## config.mk

```make
export PLATFORM = sky130hd
export DESIGN_NAME = picorv_stream_mmio
export DESIGN_NICKNAME = d
export VERILOG_FILES = /design/src/rtl/picorv_stream_pkg.sv /design/src/rtl/stream_fifo.sv /design/src/rtl/picorv_stream_mmio.sv
export SDC_FILE = /design/constraint.sdc
export NUM_CORES = 1
export LEC_CHECK = 0
export ABC_AREA = 1
export BUFFER_PORTS_ARGS = -buffer_cell sky130_fd_sc_hd__buf_2
export CAP_MARGIN = 20
export CORE_MARGIN = 2
export CORE_UTILIZATION = 41
export CTS_CLUSTER_DIAMETER = 60
export DETAILED_ROUTE_END_ITERATION = 6
export MAX_ROUTING_LAYER = met4
export PLACE_DENSITY = 0.69
export SLEW_MARGIN = 20
export SYNTH_ARGS = -nofsm -noshare
export SYNTH_HDL_FRONTEND = slang
export SYNTH_SLANG_ARGS = --single-unit
```

## constraint.sdc

```tcl
create_clock -name clk -period 2.95 [get_ports clk]
set_input_delay 0.4425 -clock clk [delete_from_list [all_inputs] [get_ports clk]]
set_output_delay 0.4425 -clock clk [all_outputs]
set_load 0.005 [all_outputs]
```

## src/rtl/picorv_stream_pkg.sv

```systemverilog
// Shared definitions for the PicoRV stream MMIO block: FSM states,
// register offsets inside a channel slot and STATUS bit positions.
package picorv_stream_pkg;

  typedef enum logic [1:0] {
    IDLE    = 2'd0,
    TX_WAIT = 2'd1,
    RX_WAIT = 2'd2,
    RESP    = 2'd3
  } state_t;

  // Each channel owns an 8-byte slot: TX word first, RX word second.
  localparam int unsigned TX_OFS    = 0;
  localparam int unsigned RX_OFS    = 4;
  localparam int unsigned CH_STRIDE = 8;

  // STATUS layout: RX non-empty flags from bit 0, tx_ready flags from bit 8.
  localparam int unsigned STATUS_RXNE_LSB  = 0;
  localparam int unsigned STATUS_TXRDY_LSB = 8;

endpackage

```

## src/rtl/stream_fifo.sv

```systemverilog
// Receive FIFO for one stream channel. rx_ready is registered from the
// next occupancy, so a full FIFO that is popped keeps in_ready low for
// that cycle and only reopens on the following one.
module stream_fifo #(
  parameter int WIDTH = 32,
  parameter int DEPTH = 8
) (
  input  logic             clk,
  input  logic             resetn,
  input  logic [WIDTH-1:0] in_data,
  input  logic             in_valid,
  output logic             in_ready,
  output logic [WIDTH-1:0] out_data,
  input  logic             pop,
  output logic             empty
);

  localparam int AW = $clog2(DEPTH);
  localparam logic [AW:0] CNT_FULL = (AW+1)'(DEPTH);

  logic [WIDTH-1:0] mem [DEPTH];
  logic [AW-1:0]    wr_ptr;
  logic [AW-1:0]    rd_ptr;
  logic [AW:0]      count;
  logic [AW:0]      count_nxt;
  logic             push;
  logic             pop_fire;

  assign push     = in_valid && in_ready;
  assign pop_fire = pop && (count != '0);
  assign empty    = (count == '0);
  assign out_data = mem[rd_ptr];

  // Next occupancy from this cycle's push/pop pair.
  always_comb begin
    count_nxt = count;
    case ({push, pop_fire})
      2'b10:   count_nxt = count + (AW+1)'(1);
      2'b01:   count_nxt = count - (AW+1)'(1);
      default: count_nxt = count;
    endcase
  end

  // Pointers, occupancy and registered ready; pointers wrap modulo DEPTH.
  always_ff @(posedge clk or negedge resetn) begin
    if (!resetn) begin
      wr_ptr   <= '0;
      rd_ptr   <= '0;
      count    <= '0;
      in_ready <= 1'b0;
    end else begin
      if (push)     wr_ptr <= wr_ptr + AW'(1);
      if (pop_fire) rd_ptr <= rd_ptr + AW'(1);
      count    <= count_nxt;
      in_ready <= (count_nxt != CNT_FULL);
    end
  end

  // Storage array; contents are don't-care until written.
  always_ff @(posedge clk) begin
    if (push) mem[wr_ptr] <= in_data;
  end

endmodule

```

## src/rtl/picorv_stream_mmio.sv

```systemverilog
// PicoRV native-bus MMIO bridge to NUM_CH pairs of 32-bit streams.
// Per channel: TX register (write pushes a word out) and RX register
// (read pops from a receive FIFO); one STATUS register after the channels.
// Optional feature: define PICORV_STREAM_RX_IRQ_EN to drive irq[NUM_CH-1:0]
// with registered RX non-empty flags; otherwise irq is tied to zero.
module picorv_stream_mmio
  import picorv_stream_pkg::*;
#(
  parameter int          NUM_CH    = 4,
  parameter int          RX_DEPTH  = 8,
  parameter logic [31:0] BASE_ADDR = 32'h1000_0000
) (
  input  logic                clk,
  input  logic                resetn,
  input  logic                mem_valid,
  input  logic [31:0]         mem_addr,
  input  logic [31:0]         mem_wdata,
  input  logic [3:0]          mem_wstrb,
  output logic                mem_ready,
  output logic [31:0]         mem_rdata,
  output logic                mmio_hit,
  output logic [NUM_CH*32-1:0] tx_data,
  output logic [NUM_CH-1:0]   tx_valid,
  input  logic [NUM_CH-1:0]   tx_ready,
  input  logic [NUM_CH*32-1:0] rx_data,
  input  logic [NUM_CH-1:0]   rx_valid,
  output logic [NUM_CH-1:0]   rx_ready,
  output logic [31:0]         irq
);

  localparam logic [31:0] WIN_BYTES  = 32'(CH_STRIDE * NUM_CH + 4);
  localparam logic [29:0] STATUS_IDX = 30'((CH_STRIDE * NUM_CH) / 4);

  state_t      state;
  logic [2:0]  cur_ch;
  logic [31:0] off;
  logic [2:0]  req_ch;
  logic [2:0]  sub_ofs;
  logic        is_status;
  logic        is_tx_reg;
  logic        is_rx_reg;
  logic        is_write;
  logic        accept;
  logic [31:0] status_word;

  logic [NUM_CH-1:0] fifo_empty;
  logic [NUM_CH-1:0] fifo_pop;
  logic [NUM_CH-1:0] rx_nempty;
  logic [7:0]        ne8;
  logic [31:0]       fifo_dout [8];
  logic              pop_go;
  logic [2:0]        pop_ch;

  // Address decode: window offset, channel slot and register within slot.
  assign off       = mem_addr - BASE_ADDR;
  assign mmio_hit  = (mem_addr >= BASE_ADDR) && (off < WIN_BYTES);
  assign req_ch    = 3'(off / CH_STRIDE);
  assign sub_ofs   = {off[2], 2'b00};
  assign is_status = (off[31:2] == STATUS_IDX);
  assign is_tx_reg = !is_status && (sub_ofs == 3'(TX_OFS));
  assign is_rx_reg = !is_status && (sub_ofs == 3'(RX_OFS));
  assign is_write  = |mem_wstrb;

  // mem_ready is high in the first IDLE cycle while the CPU still holds
  // mem_valid for the finished access; masking it avoids a replayed request.
  assign accept = mem_valid && mmio_hit && !mem_ready;

  assign rx_nempty = ~fifo_empty;
  assign ne8       = 8'(rx_nempty);

  // STATUS word assembled from live FIFO and stream-ready state.
  always_comb begin
    status_word = '0;
    status_word[STATUS_RXNE_LSB +: NUM_CH]  = rx_nempty;
    status_word[STATUS_TXRDY_LSB +: NUM_CH] = tx_ready;
  end

  // Pop the addressed FIFO on an immediate RX hit or when a stalled read resumes.
  always_comb begin
    pop_go = 1'b0;
    pop_ch = cur_ch;
    if (state == IDLE && accept && is_rx_reg && !is_write && ne8[req_ch]) begin
      pop_go = 1'b1;
      pop_ch = req_ch;
    end else if (state == RX_WAIT && ne8[cur_ch]) begin
      pop_go = 1'b1;
    end
  end

  genvar g;
  for (g = 0; g < NUM_CH; g++) begin : g_ch
    assign fifo_pop[g] = pop_go && (pop_ch == 3'(g));

    stream_fifo #(
      .WIDTH (32),
      .DEPTH (RX_DEPTH)
    ) u_fifo (
      .clk      (clk),
      .resetn   (resetn),
      .in_data  (rx_data[g*32 +: 32]),
      .in_valid (rx_valid[g]),
      .in_ready (rx_ready[g]),
      .out_data (fifo_dout[g]),
      .pop      (fifo_pop[g]),
      .empty    (fifo_empty[g])
    );
  end

  for (g = NUM_CH; g < 8; g++) begin : g_pad
    assign fifo_dout[g] = '0;
  end

  // Control FSM: accepts one access in IDLE and answers through RESP.
  always_ff @(posedge clk or negedge resetn) begin
    if (!resetn) begin
      state     <= IDLE;
      cur_ch    <= '0;
      mem_ready <= 1'b0;
      mem_rdata <= '0;
      tx_valid  <= '0;
      tx_data   <= '0;
    end else begin
      mem_ready <= 1'b0;
      case (state)
        IDLE: begin
          if (accept) begin
            cur_ch    <= req_ch;
            mem_rdata <= '0;
            state     <= RESP;
            if (is_tx_reg && is_write) begin
              for (int i = 0; i < NUM_CH; i++) begin
                if (req_ch == 3'(i)) begin
                  tx_data[i*32 +: 32] <= mem_wdata;
                  tx_valid[i]         <= 1'b1;
                end
              end
              state <= TX_WAIT;
            end else if (is_rx_reg && !is_write) begin
              if (ne8[req_ch]) mem_rdata <= fifo_dout[req_ch];
              else             state     <= RX_WAIT;
            end else if (is_status && !is_write) begin
              mem_rdata <= status_word;
            end
          end
        end
        TX_WAIT: begin
          if (|(tx_valid & tx_ready)) begin
            tx_valid <= '0;
            state    <= RESP;
          end
        end
        RX_WAIT: begin
          if (ne8[cur_ch]) begin
            mem_rdata <= fifo_dout[cur_ch];
            state     <= RESP;
          end
        end
        RESP: begin
          mem_ready <= 1'b1;
          state     <= IDLE;
        end
        default: state <= IDLE;
      endcase
    end
  end

`ifdef PICORV_STREAM_RX_IRQ_EN
  logic [NUM_CH-1:0] irq_q;

  // Registered per-channel RX non-empty interrupt lines.
  always_ff @(posedge clk or negedge resetn) begin
    if (!resetn) irq_q <= '0;
    else         irq_q <= rx_nempty;
  end

  assign irq = 32'(irq_q);
`else
  assign irq = '0;
`endif

endmodule

```

; Yosys cells after proc, flatten, opt, wreduce, memory -nomap -nowiden
; Memories as Yosys holds them, arrays and structs flattened.
; Cells that the tools add are included.
[classes]
n_eq_ne = 30
n_addsub = 17
bitwise = 4
order_cmp = 6
muxes = 48
reduce_logical = 55
[ops]
columns = operator, count
row1 = $mux W32, 9
row2 = $bmux W32 S3, 2
row3 = $pmux W32 S2, 1
row4 = $pmux W4 S2, 5
row5 = $ge A32 B29 Y1 const B, 1
row6 = $lt A32 B6 Y1 const B, 1
row7 = $sub A32 B29 Y32 const B, 1
row8 = $eq A30 B4 Y1 const B, 1
row9 = $logic_and A1 B1 Y1, 25
row10 = $add A3 B1 Y3 const B, 8
row11 = $reduce_and A5 Y1, 4
row12 = $mux W1, 19
row13 = $add A4 B1 Y4 const B, 4
row14 = $logic_not A4 Y1, 4
row15 = $ne A4 B4 Y1 const B, 4
row16 = $reduce_and A4 Y1, 4
row17 = $reduce_bool A4 Y1, 4
row18 = $sub A4 B1 Y4 const B, 4
row19 = $eq A2 B2 Y1 const B, 6
row20 = $eq A3 B2 Y1 const B, 4
row21 = $mux W12, 1
row22 = $mux W4, 3
row23 = $ne A2 B1 Y1 const B, 6
row24 = $eq A2 B1 Y1 const B, 5
row25 = other kinds (18), 34
[totals]
ramBits = 1024
word_cells = 192
mem_count = 4
regBits = 214
[mem_list]
columns = name, words, width, read_ports, rd_ports_with_merged_regs, wr, line
row1 = g_ch[0].u_fifo.mem, 8, 32, 1, 0, 1, stream_fifo.sv:21  ; logic [WIDTH-1:0] mem [DEPTH];
row2 = g_ch[1].u_fifo.mem, 8, 32, 1, 0, 1, stream_fifo.sv:21
row3 = g_ch[2].u_fifo.mem, 8, 32, 1, 0, 1, stream_fifo.sv:21
row4 = g_ch[3].u_fifo.mem, 8, 32, 1, 0, 1, stream_fifo.sv:21

; Longest topological paths before layout
; Gate-level depths: netlist (run 1).
[logic_depth]
word_depth = 16
depth_mapped = 22

; By module
; A second synthesis (run 1) with hierarchy kept.
[unflattened]
hier_cells = 5043
area_unflattened_um2 = 52994.6
[by_module_without_submodules]
columns = module, n_inst, cells_each, area_per_inst_um2
row1 = stream_fifo at g_ch[1].u_fifo ..., 3, 911, 10796.6
row2 = stream_fifo at g_ch[0].u_fifo, 1, 911, 10794.1
row3 = picorv_stream_mmio, 1, 1399, 9810.7

; Worst setup path after synthesis (run 1)
; OpenSTA, ideal clock, no wires.
[synth_timing]
kind = in2reg
startpoint = in mem_wstrb[1]
endpoint = reg g_ch[3].u_fifo.in_ready
setup_slack_ps = -36
cell_stages = 20
arrival_time_ps = 2861
required_time_ps = 2826
path_cell_list = nor2_1 nand3_1 inv_1 nand2_1 nor3_4 nand3_1 nand2_1 nand2_1 nor2_2 nand2_1 inv_1 ha_1 ha_1 nand2_1 nor2_1 a211oi_1 nor2_1 nor2_1 xor2_1 nand2_1
[synth_between]
elab_chain_len = 11
elab_cells_between_ends = 13
cone_classes = eq/ne: 4 / mux: 3 / reduce/logical: 6
[synth_lines]
columns = element, line
row1 = start: declaration, picorv_stream_mmio.sv:18  ; input logic [3:0] mem_wstrb,
row2 = $reduce_or A4 Y1 (*), picorv_stream_mmio.sv:62  ; assign is_write = |mem_wstrb;
row3 = $logic_not A1 Y1 (*), picorv_stream_mmio.sv:82  ; if (state == IDLE && accept && is_rx_reg && !is_write && ne8[req_ch]) begin
row4 = $logic_and A1 B1 Y1 (*) (2 in series), picorv_stream_mmio.sv:82
row5 = $mux W3, picorv_stream_mmio.sv:82
row6 = $eq A3 B2 Y1, picorv_stream_mmio.sv:92  ; assign fifo_pop[g] = pop_go && (pop_ch == 3'(g));
row7 = $logic_and A1 B1 Y1 (*), picorv_stream_mmio.sv:92
row8 = $logic_and A1 B1 Y1 (*), stream_fifo.sv:30  ; assign pop_fire = pop && (count != '0);
row9 = net g_ch[3].u_fifo.pop_fire, stream_fifo.sv:27  ; logic pop_fire;
row10 = $eq A2 B1 Y1 or $eq A2 B2 Y1 (tied branches), stream_fifo.sv:37  ; case ({push, pop_fire})
row11 = $pmux W4 S2 (*), stream_fifo.sv:37
row12 = net g_ch[3].u_fifo.count_nxt[3], stream_fifo.sv:25  ; logic [AW:0] count_nxt;
row13 = $ne A4 B4 Y1 (*), stream_fifo.sv:55  ; in_ready <= (count_nxt != CNT_FULL);
row14 = end signal: assignment, stream_fifo.sv:55
row15 = end: declaration, stream_fifo.sv:12  ; output logic in_ready,
; Mark *: on every way through the listed nets, which the timed path passes. The rest lies on a longest branch.
; A chain may end at the register's enable or synchronous reset.

; Worst setup path after layout (run 1)
[layout_timing]
startpoint = reg g_ch[3].u_fifo.count[2]
endpoint = reg g_ch[3].u_fifo.in_ready
[layout_between]
elab_chain_len = 12
elab_cells_between_ends = 21
cone_classes = add/sub: 2 / eq/ne: 4 / mux: 8 / bitwise: 1 / reduce/logical: 6
[layout_lines]
columns = element, line
row1 = start: declaration, stream_fifo.sv:24  ; logic [AW:0] count;
row2 = start signal: assignment, stream_fifo.sv:54  ; count <= count_nxt;
row3 = $logic_not A4 Y1, stream_fifo.sv:31  ; assign empty = (count == '0);
row4 = $not A4 Y4, picorv_stream_mmio.sv:68  ; assign rx_nempty = ~fifo_empty;
row5 = "$bmux W1 S3, on equally long branches", "picorv_stream_mmio.sv:82, picorv_stream_mmio.sv:85"
row6 = "$mux W1, on equally long branches", "picorv_stream_mmio.sv:82, picorv_stream_mmio.sv:85"
row7 = "$logic_and A1 B1 Y1, on equally long branches", "picorv_stream_mmio.sv:82, picorv_stream_mmio.sv:85"
row8 = $mux W3 or $mux W1 (tied branches), "picorv_stream_mmio.sv:82, picorv_stream_mmio.sv:85"
row9 = $eq A3 B2 Y1 or $mux W1 (tied branches), "picorv_stream_mmio.sv:92, picorv_stream_mmio.sv:82"
row10 = $logic_and A1 B1 Y1, picorv_stream_mmio.sv:92
row11 = $logic_and A1 B1 Y1 (*), stream_fifo.sv:30
row12 = net g_ch[3].u_fifo.pop_fire, stream_fifo.sv:27
row13 = $eq A2 B1 Y1 or $eq A2 B2 Y1 (tied branches), stream_fifo.sv:37
row14 = $pmux W4 S2 (*), stream_fifo.sv:37
row15 = net g_ch[3].u_fifo.count_nxt[3], stream_fifo.sv:25
row16 = $ne A4 B4 Y1 (*), stream_fifo.sv:55
; Mark *: on every way through the listed nets, which the timed path passes. The rest lies on a longest branch. The select of a mux whose other input is x is not followed.

==> key figures, run 1 <==
Run status
  • Status: completed

Worst setup path
  • Crit path DAT: 3.55 ns
  • Critical setup path kind: flop to flop
  • Flop-to-flop setup slack: 0.04 ns
  • Critical path required time: 3.59 ns
  • Type of element launching the critical path: flop
  • R2R cell count: 21
  • Crit-path max FO: 6
  • R2r startpoint: g_ch[3].u_fifo.count[2]
  • CP Capture Type: flop
  • Critical R2R Capture: g_ch[3].u_fifo.in_ready
  • Crit path launch: g_ch[3].u_fifo.count[2]
  • CP endpoint: g_ch[3].u_fifo.in_ready

GRT
  • Initial antenna violation count: 28
  • Global route total overflow: 0
  • Gr usage total: 0.2297
  • Vias in the first global route: 34883
  • Pin count of the biggest net entering global routing: 131
  • First-pass GRT wire length: 214700 µm

Clocking
  • Clk Tree Root Cell: clkbuf_16
  • Clock-pin slew on the worst setup and hold paths: 0.06 ns
  • CTS Sinks: 1238
  • CTS buffer count: 136
  • Max clock buf depth: 3
  • Clk Latency, worst-skew pair: 0.77 ns
  • CTS tree: yes
  • H-Tree Depth: 4

Drt
  • Vias per inst: 5.308
  • Routed Wire Length: 146200 µm
  • DR WL/cell: 20.82 µm
  • DRC viols: 0
  • Pre-antenna DRT Iters: 6
  • Initial DRC count: 4080
  • Antenna-violating nets left: 0
  • Via count: 37259

Cells and area
  • Layout cells sized above 1: 0.1643
  • Final #Nets: 5480
  • Final core utilization: 0.5037
  • Syn-to-layout area delta: 21.55%
  • Final instance area: 62440 µm²
  • Fillers: 10682
  • Non-filler cells, final: 7019

Place
  • Routability cong.: 0.9201
  • Post-DP HPWL: 89930 µm
  • Placed cell area: 56150 µm²
  • Placed Cells: 6574
  • IO buf count: 374

Pwr
  • Power Density: 800.2 nW/µm²
  • VDD IR max: 614.5 µV
  • Leak: 0.02439 µW

Timing
  • Final Hold Fails: 0
  • Slew Viols, Final: 0
  • Worst-Margin Slew: 0.6835 ns
  • Hold_ws: 0.06357 ns
  • Crit path time final: 2.907 ns
  • Final worst path period share: 0.9855
  • Worst Skew: 0.02561 ns
  • # setup viols final: 0
  • Rel. slew slack: 0.5443
  • Total Neg Setup Slack: 0 ns
  • Fmax: 0.3440 GHz
  • RSZ-0062 raised after global routing: true

Min path
  • Worst min path class: input pin to flop

Floorplan
  • Die Wd: 358.0 µm
  • Core area: 124000 µm²
  • Chip Height: 358.0 µm
  • I/O pin total: 409
  • Site Rows: 129
  • Initial Utilization: 0.4144
  • Die footprint: 128100 µm²

Synthesis
  • Synth Area per Inst: 11.04 µm²
  • Post-synthesis cell area: 51370 µm²
  • Mapped Cells: 4654
  • Synth unique cells: 39
  • #FFs+latches synth: 1238
  • Synthesis Warnings: 0
  • Seq/Total Area, Yosys: 0.7029

Run
  • MaxCap Viol Count: 0
metrics by stage:
stage | setup slack, ns | power, µW
after floorplan | -0.02151 | 28320
final | 0.04276 | 49960
after global placement | -0.4804 | 33070
after detailed placement | -0.5997 | 33300
after global routing | -0.1531 | 52120
after CTS | 0.01138 | 49810
layer usage:
metal / up-vias / GRT usage / share of wire
met4: 0 / 0.08711 / 0.034
met3: 251 / 0.05684 / 0.098
met2: 1691 / 0.3468 / 0.46
met5: - / - / 0
met1: 18012 / 0.3000 / 0.40
li1: 17305 / - / -
layout make-up:
type                            instances  area (µm²)  area share
Clock inverter                         67       631.9     0.01012
Timing Repair Buffer                  725        5416     0.08675
Multi-Input combinational cell       3021       14010      0.2243
Clock buffer                          182        3677     0.05890
Sequential cell                      1238       36130      0.5786
Antenna cell                           26       65.06    0.001042
Tap cell                             1637        2048     0.03280
Inverter                              123       464.2    0.007435
critical path, cell delays in order, from the launching register on:
cell      delay [ns]
dfrtp_1         0.39
nor2_2          0.08
nand3_2         0.08
nand2_2         0.08
nor3_4          0.22
buf_6           0.15
nand3_4         0.07
buf_6           0.14
nand2_4         0.05
nand2_4         0.05
nor2_4          0.11
nand2_2         0.09
inv_2           0.08
ha_4            0.17
ha_4            0.22
nand2_2         0.05
nor2_1          0.04
a211oi_2        0.23
nor2_1          0.08
nor2_1          0.11
xor2_1          0.20
nand2_1         0.07
synth_stat cells:
library cell / instances / area [µm²]
nand2_1: 1067 / 4005
edfxtp_1: 1024 / 30750
nor2_1: 740 / 2778
o21ai_0: 625 / 3128
dfrtp_1: 214 / 5355
clkbuf_1: 180 / 675.7
nand3_1: 152 / 760.7
o22ai_1: 150 / 938.4
o21ai_1: 126 / 630.6
inv_1: 118 / 442.9
buf_4: 39 / 292.8
buf_1: 38 / 142.6
buf_2: 36 / 180.2
nand4_1: 28 / 175.2
ha_1: 24 / 300.3
or2_2: 14 / 87.58
xor2_1: 12 / 105.1
buf_6: 9 / 101.4
xnor2_1: 8 / 70.07
nor3_1: 6 / 30.03
a21oi_1: 5 / 25.02
nor2_2: 5 / 31.28
a211oi_1: 4 / 30.03
fa_1: 4 / 80.08
inv_2: 3 / 11.26
nand3_4: 3 / 52.55
nor2_4: 3 / 33.78
o211ai_1: 3 / 22.52
clkinv_1: 2 / 7.510
nand2_4: 2 / 22.52
nor3_4: 2 / 32.53
a21boi_0: 1 / 7.510
a221oi_1: 1 / 8.760
a31oi_1: 1 / 6.260
and2_1: 1 / 6.260
clkbuf_2: 1 / 5.000
conb_1: 1 / 3.750
nor2_8: 1 / 20.02
nor3_2: 1 / 10.01
logic make-up (layout without fill, tap and decap cells):
group	count (synthesis)	in the layout	share of synthesized area
compound gates	916	916	0.09339
xor+xnor	20	20	0.003410
fa+ha+maj	28	28	0.007405
buf+inv	426	1097	0.03620
flops	1238	1238	0.7029
other cells	1	58	0.00007301
simple gates	2025	2025	0.1566
repair_timing:
action	CTS	global route
buffers inserted	1	9
endpoints found under the hold margin	1220	0
setup endpoints to repair	7	9
pin swaps	2	29
hold buffers	160	0
gates resized for setup	11	43
worst min path at each step:
| stage | end | start | slack [ns] | cells past startpoint |
|---|---|---|---|---|
| after floorplan | cur_ch[0] | resetn | 0.15 | 0 |
| after CTS | tx_data[120] | mem_wdata[24] | 0.001 | 3 |
| after global routing | tx_data[24] | mem_wdata[24] | 0.03 | 3 |
| after detailed placement | tx_data[0] | tx_data[0] | 0.47 | 2 |
| final | tx_data[24] | mem_wdata[24] | 0.06 | 3 |
| after global placement | tx_data[16] | tx_data[16] | 0.46 | 2 |
flip-flops by register name (all words and copies together), names as in the netlist:
signal and cells:
g_ch.u_fifo.mem 1024, g_ch.u_fifo.count 16, g_ch.u_fifo.in_ready 4, g_ch.u_fifo.rd_ptr 12, g_ch.u_fifo.wr_ptr 12, cur_ch 3, state 2, tx_data 128
mem_rdata 32, tx_valid 4, mem_ready 1
where the power goes:
part	leakage (µW)	total, µW	switching, µW	internal, µW
clock network	0.00209	16300	6980	9320
registers	0.0121	22500	926	21600
logic	0.0102	11200	7730	3430
total	0.0244	50000	15600	34300
cells in the final DEF (no fill, tap or decap), drive strengths merged, types with 3 or more instances in the layout:
master,Yosys,layout
clkinvlp,0,3
edfxtp,1024,1024
o22ai,150,150
buf,122,565
dlygate4sd3,0,160
dfrtp,214,214
nor2,749,749
xor2,12,12
o21ai,751,751
nor3,9,9
clkbuf,181,182
clkinv,2,48
conb,1,32
fa,4,4
xnor2,8,8
bufinv,0,5
nand4,28,28
diode,0,26
o211ai,3,3
nand2,1069,1069
a21oi,5,5
a211oi,4,4
or2,14,14
nand3,155,155
inv,121,134
ha,24,24
Note: power is estimated with default switching activity, not from simulation.
==> inputs of run 2 (changes only) <==
--- a/config.mk
+++ b/config.mk
@@ -12,8 +12,10 @@
 export CORE_UTILIZATION = 41
 export CTS_CLUSTER_DIAMETER = 60
 export DETAILED_ROUTE_END_ITERATION = 6
+export GPL_TIMING_DRIVEN = 0
 export MAX_ROUTING_LAYER = met4
 export PLACE_DENSITY = 0.69
+export RECOVER_POWER = 50
 export SLEW_MARGIN = 20
 export SYNTH_ARGS = -nofsm -noshare
 export SYNTH_HDL_FRONTEND = slang
==> run 2 against run 1 <==
The flow now finishes with violations (capacitance limit, slew limit, setup timing). Via count up 5.3%. Clock power about the same. Die area unchanged. Final cell count up 2.5%. Highest routed layer unchanged. Largest cell class unchanged. Flip-flop and latch count unchanged.
==> key figures, run 2 (synthesis results as in run 1) <==
Worst setup path
  • CP Capture Type: flop
  • Critical setup path kind: flop to flop
  • Crit-path max FO: 6 (unchanged)
  • Cells along the critical path: nor2_2 -> nand3_2 -> nand3_2 -> nor3_4 -> buf_6 -> nand3_4 -> nand2_4 -> nand2_4 -> nor2_4 -> buf_12 -> nand2_8 -> inv_4 -> ha_4 -> ha_4 -> nand2_2 -> nor2_2 -> a211oi_2 -> nor2_1 -> nor2_1 -> xor2_1 -> nand2_1
  • CP peak stage delay: 0.39 ns (about the same)
  • Crit-path slowest cell: dfrtp_1
  • R2R cell count: 21 (unchanged)
  • WP buf/inv: 3 (unchanged)
  • Critical path required time: 3.57 ns (-0.02 ns)
  • Crit path DAT: 3.71 ns (+0.16 ns)
  • Worst path top cell family by delay: simple AND/OR/NAND/NOR gates
  • Type of element launching the critical path: flop
  • Crit path depth: 21 (unchanged)

GRT
  • Initial antenna violation count: 22 (-21%)
  • Pin count of the biggest net entering global routing: 100 (-24%)
  • Met1 GRT Util: 0.3444 (+0.04432)
  • Vias in the first global route: 36900 (+5.8%)
  • Global route total overflow: 0 (unchanged)
  • Met2 GRT Util: 0.3899 (+0.04313)
  • First-pass GRT wire length: 239200 µm (+11%)
  • Gr busiest metal: met2
  • Gr usage total: 0.2600 (+0.03036)
  • Met3 GRT Util: 0.06142 (+0.004580)

Cells and area
  • Area taken by multi-input logic gates: 14120 µm² (+0.84%)
  • Max reg flops: 1024 (unchanged)
  • Layout cells sized above 1: 0.1253 (-0.03903)
  • Most frequent cells in the layout: nand2_1 (1055), edfxtp_1 (1024), nor2_1 (696)
  • Biggest regs: g_ch.u_fifo.mem (1024), tx_data (128), mem_rdata (32)
  • Syn-to-layout area delta: 22.63%
  • Storage element area: 36110 µm² (about the same)
  • Fillers: 10703 (+0.20%)
  • Biggest register: g_ch.u_fifo.mem
  • Most common cell after layout, fill and taps aside: nand2_1
  • Final #Nets: 5663 (+3.3%)

Min path
  • Worst min path class: input pin to flop
  • Hold Path Stages: 3 (unchanged)

Run
  • MaxCap Viol Count: 1 (+1)

Clocking
  • CTS tree: yes
  • Clk Latency, worst-skew pair: 0.76 ns (about the same)
  • Max clock buf depth: 3 (unchanged)
  • CTS buffer count: 133 (-2.2%)
  • Clk Tree Root Cell: clkbuf_16
  • H-Tree Depth: 4 (unchanged)
  • Clock-pin slew on the worst setup and hold paths: 0.06 ns (about the same)
  • CTS Sinks: 1238 (unchanged)

Floorplan
  • Die Wd: 358.0 µm (unchanged)
  • Core area: 124000 µm² (unchanged)
  • Die footprint: 128100 µm² (unchanged)
  • Site Rows: 129 (unchanged)
  • Chip Height: 358.0 µm (unchanged)
  • I/O pin total: 409 (unchanged)
  • Initial Utilization: 0.4144 (unchanged)

Timing
  • Crit path time final: 3.094 ns (+0.1865 ns)
  • RSZ-0062 raised after global routing: true
  • Final Hold Fails: 0 (unchanged)
  • Hold_ws: 0.04659 ns (-0.01698 ns)
  • Rel. slew slack: -0.1649 (-0.7092)
  • Setup WS post-layout: -0.1437 ns (-0.1865 ns)
  • Final worst path period share: 1.049 (+0.06322)
  • Slew Viols, Final: 32 (+32)
  • Fmax: 0.3232 GHz (-6.0%)
  • # setup viols final: 5 (+5)
  • Worst-Margin Slew: 1.747 ns (+1.064 ns)
  • Worst Skew: 0.03021 ns (+0.004604 ns)
  • Total Neg Setup Slack: -0.4003 ns (-0.4003 ns)

Drt
  • DR WL/cell: 22.93 µm (+10%)
  • DRC viols: 0 (unchanged)
  • Pre-antenna DRT Iters: 6 (unchanged)
  • Via count: 39234 (+5.3%)
  • Initial DRC count: 4776 (+17%)
  • Antenna-violating nets left: 0 (unchanged)
  • Vias per inst: 5.455 (+2.8%)
  • Routed Wire Length: 164900 µm (+13%)

Pwr
  • VDD IR max: 625.1 µV (+1.7%)
  • Power Density: 803.1 nW/µm² (+0.36%)
  • Leak: 0.02401 µW (-1.6%)

Run status
  • Failing checks: capacitance limit, slew limit, setup timing
  • Status: finished, violations left

Place
  • IO buf count: 374 (unchanged)
  • Routability cong.: 1.004 (+9.1%)
  • Post-DP HPWL: 113500 µm (+26%)
==> run 2: changes by cell type in the layout (fill, tap and decap cells not counted), sizes merged <==
cell / delta
clkinv: -9
dlygate4sd3: -1
bufinv: +1
buf: -171
clkbuf: +355
diode: -3
clkinvlp: +5
inv: -4
==> run 2: layer usage <==
| layer | part of all wire | vias up |
|---|---|---|
| met5 | 0 | - |
| met4 | 0.038 | 0 |
| met3 | 0.11 | 345 |
| met2 | 0.46 | 2149 |
| met1 | 0.39 | 19074 |
| li1 | - | 17666 |
==> run 2: what timing repair did <==
item	in CTS	in global routing
hold buffers	159	0
setup buffers	26	15
pin swaps	24	31
gates resized for setup	52	71
setup endpoints to repair	22	36
endpoints found under the hold margin	1340	0
==> run 2: worst paths after layout <==
kind                                              start                       to  slack, ns
max in group asynchronous                        resetn              tx_data[72]       0.58
worst max register to register  g_ch[2].u_fifo.count[0]  g_ch[3].u_fifo.in_ready      -0.14
worst min-delay path                      mem_wdata[24]              tx_data[56]       0.05
min in group asynchronous                        resetn              tx_data[90]       0.70
worst max-delay path            g_ch[2].u_fifo.count[0]  g_ch[3].u_fifo.in_ready      -0.14
worst min register to register             tx_data[123]             tx_data[123]       0.49
==> run 2: per-stage QoR <==
step                      std cells  total power (µW)  setup WS, ns  utilization  cell area (µm²)
after floorplan                4685             28320      -0.02151            -            51500
after global placement         6696             32610        -2.328       0.4471            55420
after detailed placement       6734             33560        -1.078       0.4571            56660
after CTS                      7157             50180      -0.03439       0.5076            62920
after global routing           7187             52530       -0.3082       0.5081            62980
final                          7192             50590       -0.1437       0.5082            62990
==> run 2: report_power, final <==
group | leakage (µW) | switching (µW) | total, µW | internal, µW
clock network | 0.00205 | 6900 | 16300 | 9360
logic | 0.00979 | 8280 | 11800 | 3540
registers | 0.0122 | 943 | 22500 | 21600
==> run 2: cell type report <==
class | instances | area share
antenna | 23 | 0.0009137
buffer | 299 | 0.02258
clock buffer | 179 | 0.05868
clock inverter | 60 | 0.008462
inverter | 123 | 0.007429
multi-input combinational | 3021 | 0.2242
sequential | 1238 | 0.5732
tap | 1637 | 0.03252
timing repair buffer | 612 | 0.07200
==> run 2: worst min-delay path: cells and delay by family <==
kind                   cells  cell delay [ns]
buffers and inverters      2             0.18
AOI/OAI and AO/OA          1             0.14
